[src/rtl/card_deck_shuffler.sv]
// card_deck_shuffler: fills a deck with matched card-ID pairs and optionally
// permutes it with a Fisher-Yates shuffle driven by a free-running LFSR.
// Build option: define DECK_SHUFFLE_EN to compile the PICK/SWAP shuffle
// stages; when undefined the deck is left in sorted pair order.
module card_deck_shuffler #(
  parameter int unsigned MAX_CARDS = 24,
  parameter int unsigned NUM_W     = 6,
  parameter int unsigned ID_W      = 5,
  parameter logic [15:0] LFSR_SEED = 16'hACE1
) (
  input  logic             clk,
  input  logic             rst,
  input  logic             start,
  input  logic [NUM_W-1:0] num_of_cards,
  input  logic [NUM_W-1:0] rd_addr,
  output logic [ID_W-1:0]  rd_data,
  output logic [NUM_W-1:0] deck_size,
  output logic             busy,
  output logic             done
);

`ifdef DECK_SHUFFLE_EN
  typedef enum logic [2:0] {S_IDLE, S_FILL, S_PICK, S_SWAP, S_DONE} state_t;
`else
  typedef enum logic [1:0] {S_IDLE, S_FILL, S_DONE} state_t;
`endif

  state_t            state_q, state_d;
  logic [15:0]       lfsr_q, lfsr_d;
  logic [NUM_W-1:0]  k_q, k_d;
  logic [NUM_W-1:0]  n_q, n_d;
  logic              busy_q, busy_d;
  logic              done_q, done_d;
  logic [ID_W-1:0]   rd_q, rd_d;
  logic [ID_W-1:0]   deck_q [MAX_CARDS];
  logic [ID_W-1:0]   deck_d [MAX_CARDS];
  logic [NUM_W-1:0]  n_even, n_req;
`ifdef DECK_SHUFFLE_EN
  logic [NUM_W-1:0]  i_q, i_d;
  logic [NUM_W-1:0]  j_q, j_d;
  logic [NUM_W-1:0]  mask_c, r_c;
  logic [ID_W-1:0]   di_c, dj_c;
`endif

  assign rd_data   = rd_q;
  assign deck_size = n_q;
  assign busy      = busy_q;
  assign done      = done_q;

  // Effective card count: round down to even, clamp to deck capacity.
  always_comb begin
    n_even = num_of_cards & ~NUM_W'(1);
    n_req  = (n_even > NUM_W'(MAX_CARDS)) ? NUM_W'(MAX_CARDS) : n_even;
  end

  // Galois LFSR, right shift, runs every cycle regardless of state.
  always_comb begin
    lfsr_d = {1'b0, lfsr_q[15:1]} ^ (lfsr_q[0] ? 16'hB400 : 16'h0000);
  end

  // Next-state logic, deck updates and registered read port mux.
  always_comb begin
    state_d = state_q;
    k_d     = k_q;
    n_d     = n_q;
    busy_d  = busy_q;
    done_d  = 1'b0;
    deck_d  = deck_q;
    rd_d    = '0;
`ifdef DECK_SHUFFLE_EN
    i_d     = i_q;
    j_d     = j_q;
    // OR-smear of i gives the smallest 2^m-1 >= i, so r <= i at least half the time.
    mask_c  = i_q;
    for (int unsigned s = 1; s < NUM_W; s++) begin
      mask_c = mask_c | (mask_c >> 1);
    end
    r_c     = lfsr_q[NUM_W-1:0] & mask_c;
    di_c    = '0;
    dj_c    = '0;
    for (int unsigned a = 0; a < MAX_CARDS; a++) begin
      if (NUM_W'(a) == i_q) di_c = deck_q[a];
      if (NUM_W'(a) == j_q) dj_c = deck_q[a];
    end
`endif

    for (int unsigned a = 0; a < MAX_CARDS; a++) begin
      if (NUM_W'(a) == rd_addr) rd_d = deck_q[a];
    end

    case (state_q)
      S_IDLE: begin
        if (start) begin
          n_d     = n_req;
          k_d     = '0;
          busy_d  = 1'b1;
          state_d = (n_req == '0) ? S_DONE : S_FILL;
        end
      end
      S_FILL: begin
        for (int unsigned a = 0; a < MAX_CARDS; a++) begin
          if (NUM_W'(a) == k_q) deck_d[a] = ID_W'(k_q >> 1);
        end
        if (k_q == n_q - NUM_W'(1)) begin
`ifdef DECK_SHUFFLE_EN
          i_d     = n_q - NUM_W'(1);
          state_d = S_PICK;
`else
          state_d = S_DONE;
`endif
        end else begin
          k_d = k_q + NUM_W'(1);
        end
      end
`ifdef DECK_SHUFFLE_EN
      S_PICK: begin
        if (r_c <= i_q) begin
          j_d     = r_c;
          state_d = S_SWAP;
        end
      end
      S_SWAP: begin
        for (int unsigned a = 0; a < MAX_CARDS; a++) begin
          if (NUM_W'(a) == j_q) deck_d[a] = di_c;
          if (NUM_W'(a) == i_q) deck_d[a] = dj_c;
        end
        if (i_q == NUM_W'(1)) begin
          state_d = S_DONE;
        end else begin
          i_d     = i_q - NUM_W'(1);
          state_d = S_PICK;
        end
      end
`endif
      S_DONE: begin
        done_d  = 1'b1;
        busy_d  = 1'b0;
        state_d = S_IDLE;
      end
      default: state_d = S_IDLE;
    endcase
  end

  // State, LFSR, deck and output registers with synchronous reset.
  always_ff @(posedge clk) begin
    if (rst) begin
      state_q <= S_IDLE;
      lfsr_q  <= LFSR_SEED;
      k_q     <= '0;
      n_q     <= '0;
      busy_q  <= 1'b0;
      done_q  <= 1'b0;
      rd_q    <= '0;
      for (int unsigned a = 0; a < MAX_CARDS; a++) begin
        deck_q[a] <= '0;
      end
`ifdef DECK_SHUFFLE_EN
      i_q     <= '0;
      j_q     <= '0;
`endif
    end else begin
      state_q <= state_d;
      lfsr_q  <= lfsr_d;
      k_q     <= k_d;
      n_q     <= n_d;
      busy_q  <= busy_d;
      done_q  <= done_d;
      rd_q    <= rd_d;
      deck_q  <= deck_d;
`ifdef DECK_SHUFFLE_EN
      i_q     <= i_d;
      j_q     <= j_d;
`endif
    end
  end

endmodule

[config.mk]
export PLATFORM = sky130hd
export DESIGN_NAME = card_deck_shuffler
export DESIGN_NICKNAME = d
export VERILOG_FILES = /design/src/rtl/card_deck_shuffler.sv
export SDC_FILE = /design/constraint.sdc
export NUM_CORES = 1
export LEC_CHECK = 0
export BUFFER_PORTS_ARGS = -buffer_cell sky130_fd_sc_hd__buf_2
export CAP_MARGIN = 25
export CORE_ASPECT_RATIO = 0.8
export CORE_MARGIN = 2
export CORE_UTILIZATION = 45
export DETAILED_ROUTE_END_ITERATION = 8
export GPL_TIMING_DRIVEN = 0
export PLACE_DENSITY_LB_ADDON = 0.05
export SYNTH_ARGS = -nofsm -noshare
export SYNTH_HDL_FRONTEND = slang
export SYNTH_SLANG_ARGS = --single-unit
[constraint.sdc]
create_clock -name clk -period 1.9 [get_ports clk]
set_clock_uncertainty 0.1 [all_clocks]
set_input_delay 0.57 -clock clk [delete_from_list [all_inputs] [get_ports clk]]
set_output_delay 0.57 -clock clk [all_outputs]
set_load 0.1 [all_outputs]
==> impl_metrics.json <==
{
  "vias": 5503,
  "global_route_wire_length_before_repair_um": 30300,
  "cellPowerDensity_nw_per_um2": 895,
  "result_of_the_run": "complete, but fails checks",
  "min_period_ps": 1990,
  "globalplace.congestion": 0.882,
  "most_used_dff_post_synth": "sky130_fd_sc_hd__dfxtp_1",
  "quantity_of_hold_fixing_buffers_added_after_cts": 0,
  "whs_endpoint": "deck_size[1]$_SDFFE_PP0P_",
  "synth-simple-area-share_pct": 26.1,
  "worst-endpoint-required_ps": 2140,
  "yosysTopAreaCellShare_pct": 44.5,
  "die-height_um": 110,
  "leakage_uw": 0.00313,
  "avgRoutedWirePerCell_um": 20.6,
  "drt_first_iter_violations": 498,
  "final_hold_viols": 0,
  "detailedPlacementHpwl_um": 13600,
  "maxClockFrequency_ghz": 0.502,
  "path_depth_of_the_worst_reg2reg_path": 7,
  "timing.final.setup_violations": 3,
  "synth_most_common_cell": "sky130_fd_sc_hd__dfxtp_1",
  "tritoncts.num_buffers": 17,
  "areaGrowthSynthToFinish_pct": 26.7,
  "critical_path.max_fanout": 8,
  "synth_compound_area_share_pct": 14.2,
  "yosys-mux-area-fraction_pct": 7.99,
  "async_flop_share_pct": 0,
  "critical_path.reg2reg.startpoint": "k_q[4]$_SDFFE_PP0P_",
  "timing_max_transition_violations_final": 0,
  "mappedNetlistArea_um2": 6290,
  "postLayoutSetupSlackWorst_ps": -92.6,
  "port_buffers": 22,
  "num-nets-final": 788,
  "worst_setup_hold_path_clk_slew_ps": 60,
  "design.die.area_um2": 15000,
  "synth-warning-count": 0,
  "yosysTopAreaCell": "sky130_fd_sc_hd__dfxtp_1",
  "min_period_over_period_pct": 105,
  "tritoncts": "yes",
  "largest_family_of_logic_cells_by_synthesized_area": "simple AND/OR/NAND/NOR gates",
  "row_count": 38,
  "yosys.area_share.xor_xnor_pct": 0.974,
  "clkLatencyLatePin_ps": 430,
  "timing.critical_path.from_type": "input pin",
  "min-delay-start": "num_of_cards[1]",
  "viasPerCell": 5.73,
  "yosys-top-cells-area": "sky130_fd_sc_hd__dfxtp_1 (45%), sky130_fd_sc_hd__and2_1 (6.2%), sky130_fd_sc_hd__nor2_1 (5.8%)",
  "hold_class": "input pin to register",
  "critical_path_arrival_ps": 2230,
  "via_count_of_the_first_global_routing_pass": 5103,
  "numClockSinks": 140,
  "yosysSeqAreaShare_pct": 44.5,
  "layout.cell_area.non_filler_um2": 7970,
  "tightestPinTransition_ps": 779,
  "cts_htree_levels": 4,
  "ir_drop_uv": 828,
  "setup.worst_path.class": "input pin to register",
  "antenna_found_initial": 0,
  "setup_repair_after_global_routing_missed_its_margin": "yes",
  "synth_cells": 700,
  "chipWidth_um": 136,
  "drtAntennaViolNets": 0,
  "floorplan.core_area_um2": 13600,
  "share_of_layout_cells_above_drive_strength_1_pct": 26.4,
  "cell_count_of_the_worst_hold_path": 3,
  "n_antenna_cell": 0,
  "r2r_slack_ps": 40,
  "violations_in_the_final_reports": "negative setup slack",
  "worstSetupEndpointType": "register",
  "slew_headroom_pct": 48.0,
  "cts_root_buffer": "sky130_fd_sc_hd__clkbuf_16",
  "detailedRoute.firstPassIterationCount": 6,
  "clock_path_buffers": 2,
  "synth.top_cells.by_count": "sky130_fd_sc_hd__dfxtp_1 (140), sky130_fd_sc_hd__nor2_1 (97), sky130_fd_sc_hd__and2_1 (62), sky130_fd_sc_hd__a21oi_1 (61), sky130_fd_sc_hd__nand2_1 (46)",
  "initial_core_util_pct": 46.3,
  "timing.setup.tns_ps": -158,
  "synth_edf_count": 0,
  "syn-num-nets": 720,
  "drc_errors": 0,
  "postSynthRegisterBits": 140,
  "finalCoreUtilization_pct": 58.6,
  "global_route.overflow_total": 0,
  "postPlaceCellArea_um2": 6740,
  "max-cap-violations": 0,
  "synth_fa_ha_area_share_pct": 0.994,
  "wirelength_um": 19800,
  "io_pins": 28,
  "grt_max_degree": 17,
  "critical_path.reg2reg.endpoint": "k_q[3]$_SDFFE_PP0P_",
  "grt.total_usage_pct": 27.8,
  "netlist-cell-type-count": 73,
  "syn-mean-instance-area_um2": 8.99
}
-- metal layers --
layer / share of wire, % / vias to the layer above / track usage (%)
li1: - / 2577 / -
met1: 46 / 2632 / 39.1
met2: 44 / 250 / 41.1
met3: 8.0 / 44 / 7.15
met4: 2.5 / 0 / 10.4
met5: 0 / - / 0
-- what timing repair did --
action	CTS	global route
endpoints found under the setup margin	105	90
gates resized for setup	71	33
buffers inserted	6	21
cloned	1	1
pin swaps	11	17
-- sequential cells by signal (all words and copies together) (netlist names) --
| signal | flops |
|---|---|
| deck_q | 120 |
| rd_data | 5 |
| deck_size | 5 |
| k_q | 6 |
| state_q | 2 |
| busy | 1 |
| done | 1 |
-- cells by family (layout without fill, tap and decap cells) --
logic type / count (synthesis) / after routing
AND/OR/NAND/NOR: 305 / 305
AO/OA/AOI/OAI: 140 / 140
flip-flops: 140 / 140
buffers and inverters: 61 / 142
multiplexers: 41 / 41
XOR/XNOR: 7 / 7
adder cells (fa/ha/maj): 5 / 5
other: 1 / 1
-- report_power, final --
part	internal [µW]	switching [µW]
registers	2960	23.8
clock network	2130	1280
logic	263	492
total	5340	1790
-- stage by stage --
| stage | total power, µW | instances | hold slack [ps] | setup WS (ps) |
|---|---|---|---|---|
| after floorplan | 3470 | 700 | 324 | -157 |
| after global placement | 3650 | 902 | 337 | -833 |
| after detailed placement | 3650 | 902 | 340 | -859 |
| after CTS | 7090 | 940 | 294 | -32.4 |
| after global routing | 7360 | 961 | 311 | -70.5 |
| final | 7140 | 961 | 305 | -92.6 |
-- cell usage in the layout (no fill, tap or decap), types with 17 or more instances in the layout --
cell / Yosys / routed
sky130_fd_sc_hd__a21oi_1: 61 / 55
sky130_fd_sc_hd__and2_1: 62 / 59
sky130_fd_sc_hd__buf_2: 19 / 22
sky130_fd_sc_hd__buf_4: 7 / 37
sky130_fd_sc_hd__clkbuf_16: 0 / 18
sky130_fd_sc_hd__dfxtp_1: 140 / 131
sky130_fd_sc_hd__mux2i_1: 30 / 28
sky130_fd_sc_hd__nand2_1: 46 / 45
sky130_fd_sc_hd__nand3_1: 17 / 17
sky130_fd_sc_hd__nor2_1: 97 / 94
-- worst max-delay path: stages --
cell and delay, ps:
sky130_fd_sc_hd__buf_12 110, sky130_fd_sc_hd__buf_12 140, sky130_fd_sc_hd__buf_4 140, sky130_fd_sc_hd__clkinvlp_4 220, sky130_fd_sc_hd__o22ai_1 110, sky130_fd_sc_hd__a21o_1 220
sky130_fd_sc_hd__or4_1 560, sky130_fd_sc_hd__o22ai_2 150
-- how the worst max path moves through the flow --
stage	end	cells past startpoint	from
final	rd_data[3]$_SDFF_PP0_	8	rd_addr[0]
after global routing	rd_data[3]$_SDFF_PP0_	8	rd_addr[1]
after CTS	rd_data[2]$_SDFF_PP0_	8	rd_addr[0]
after detailed placement	rd_data[3]$_SDFF_PP0_	8	rd_addr[1]
after global placement	rd_data[3]$_SDFF_PP0_	8	rd_addr[1]
after floorplan	rd_data[1]$_SDFF_PP0_	8	rd_addr[5]
-- area by class of cell --
class | count | area [µm²]
Multi-Input combinational cell | 499 | 3480
Inverter | 10 | 41.3
Timing Repair Buffer | 50 | 400
Sequential cell | 140 | 2820
Buffer | 50 | 410
Fill cell | 1222 | 5620
Tap cell | 180 | 225
Clock buffer | 21 | 460
Clock inverter | 11 | 140
No activity file was read; power rests on OpenSTA's default activity.
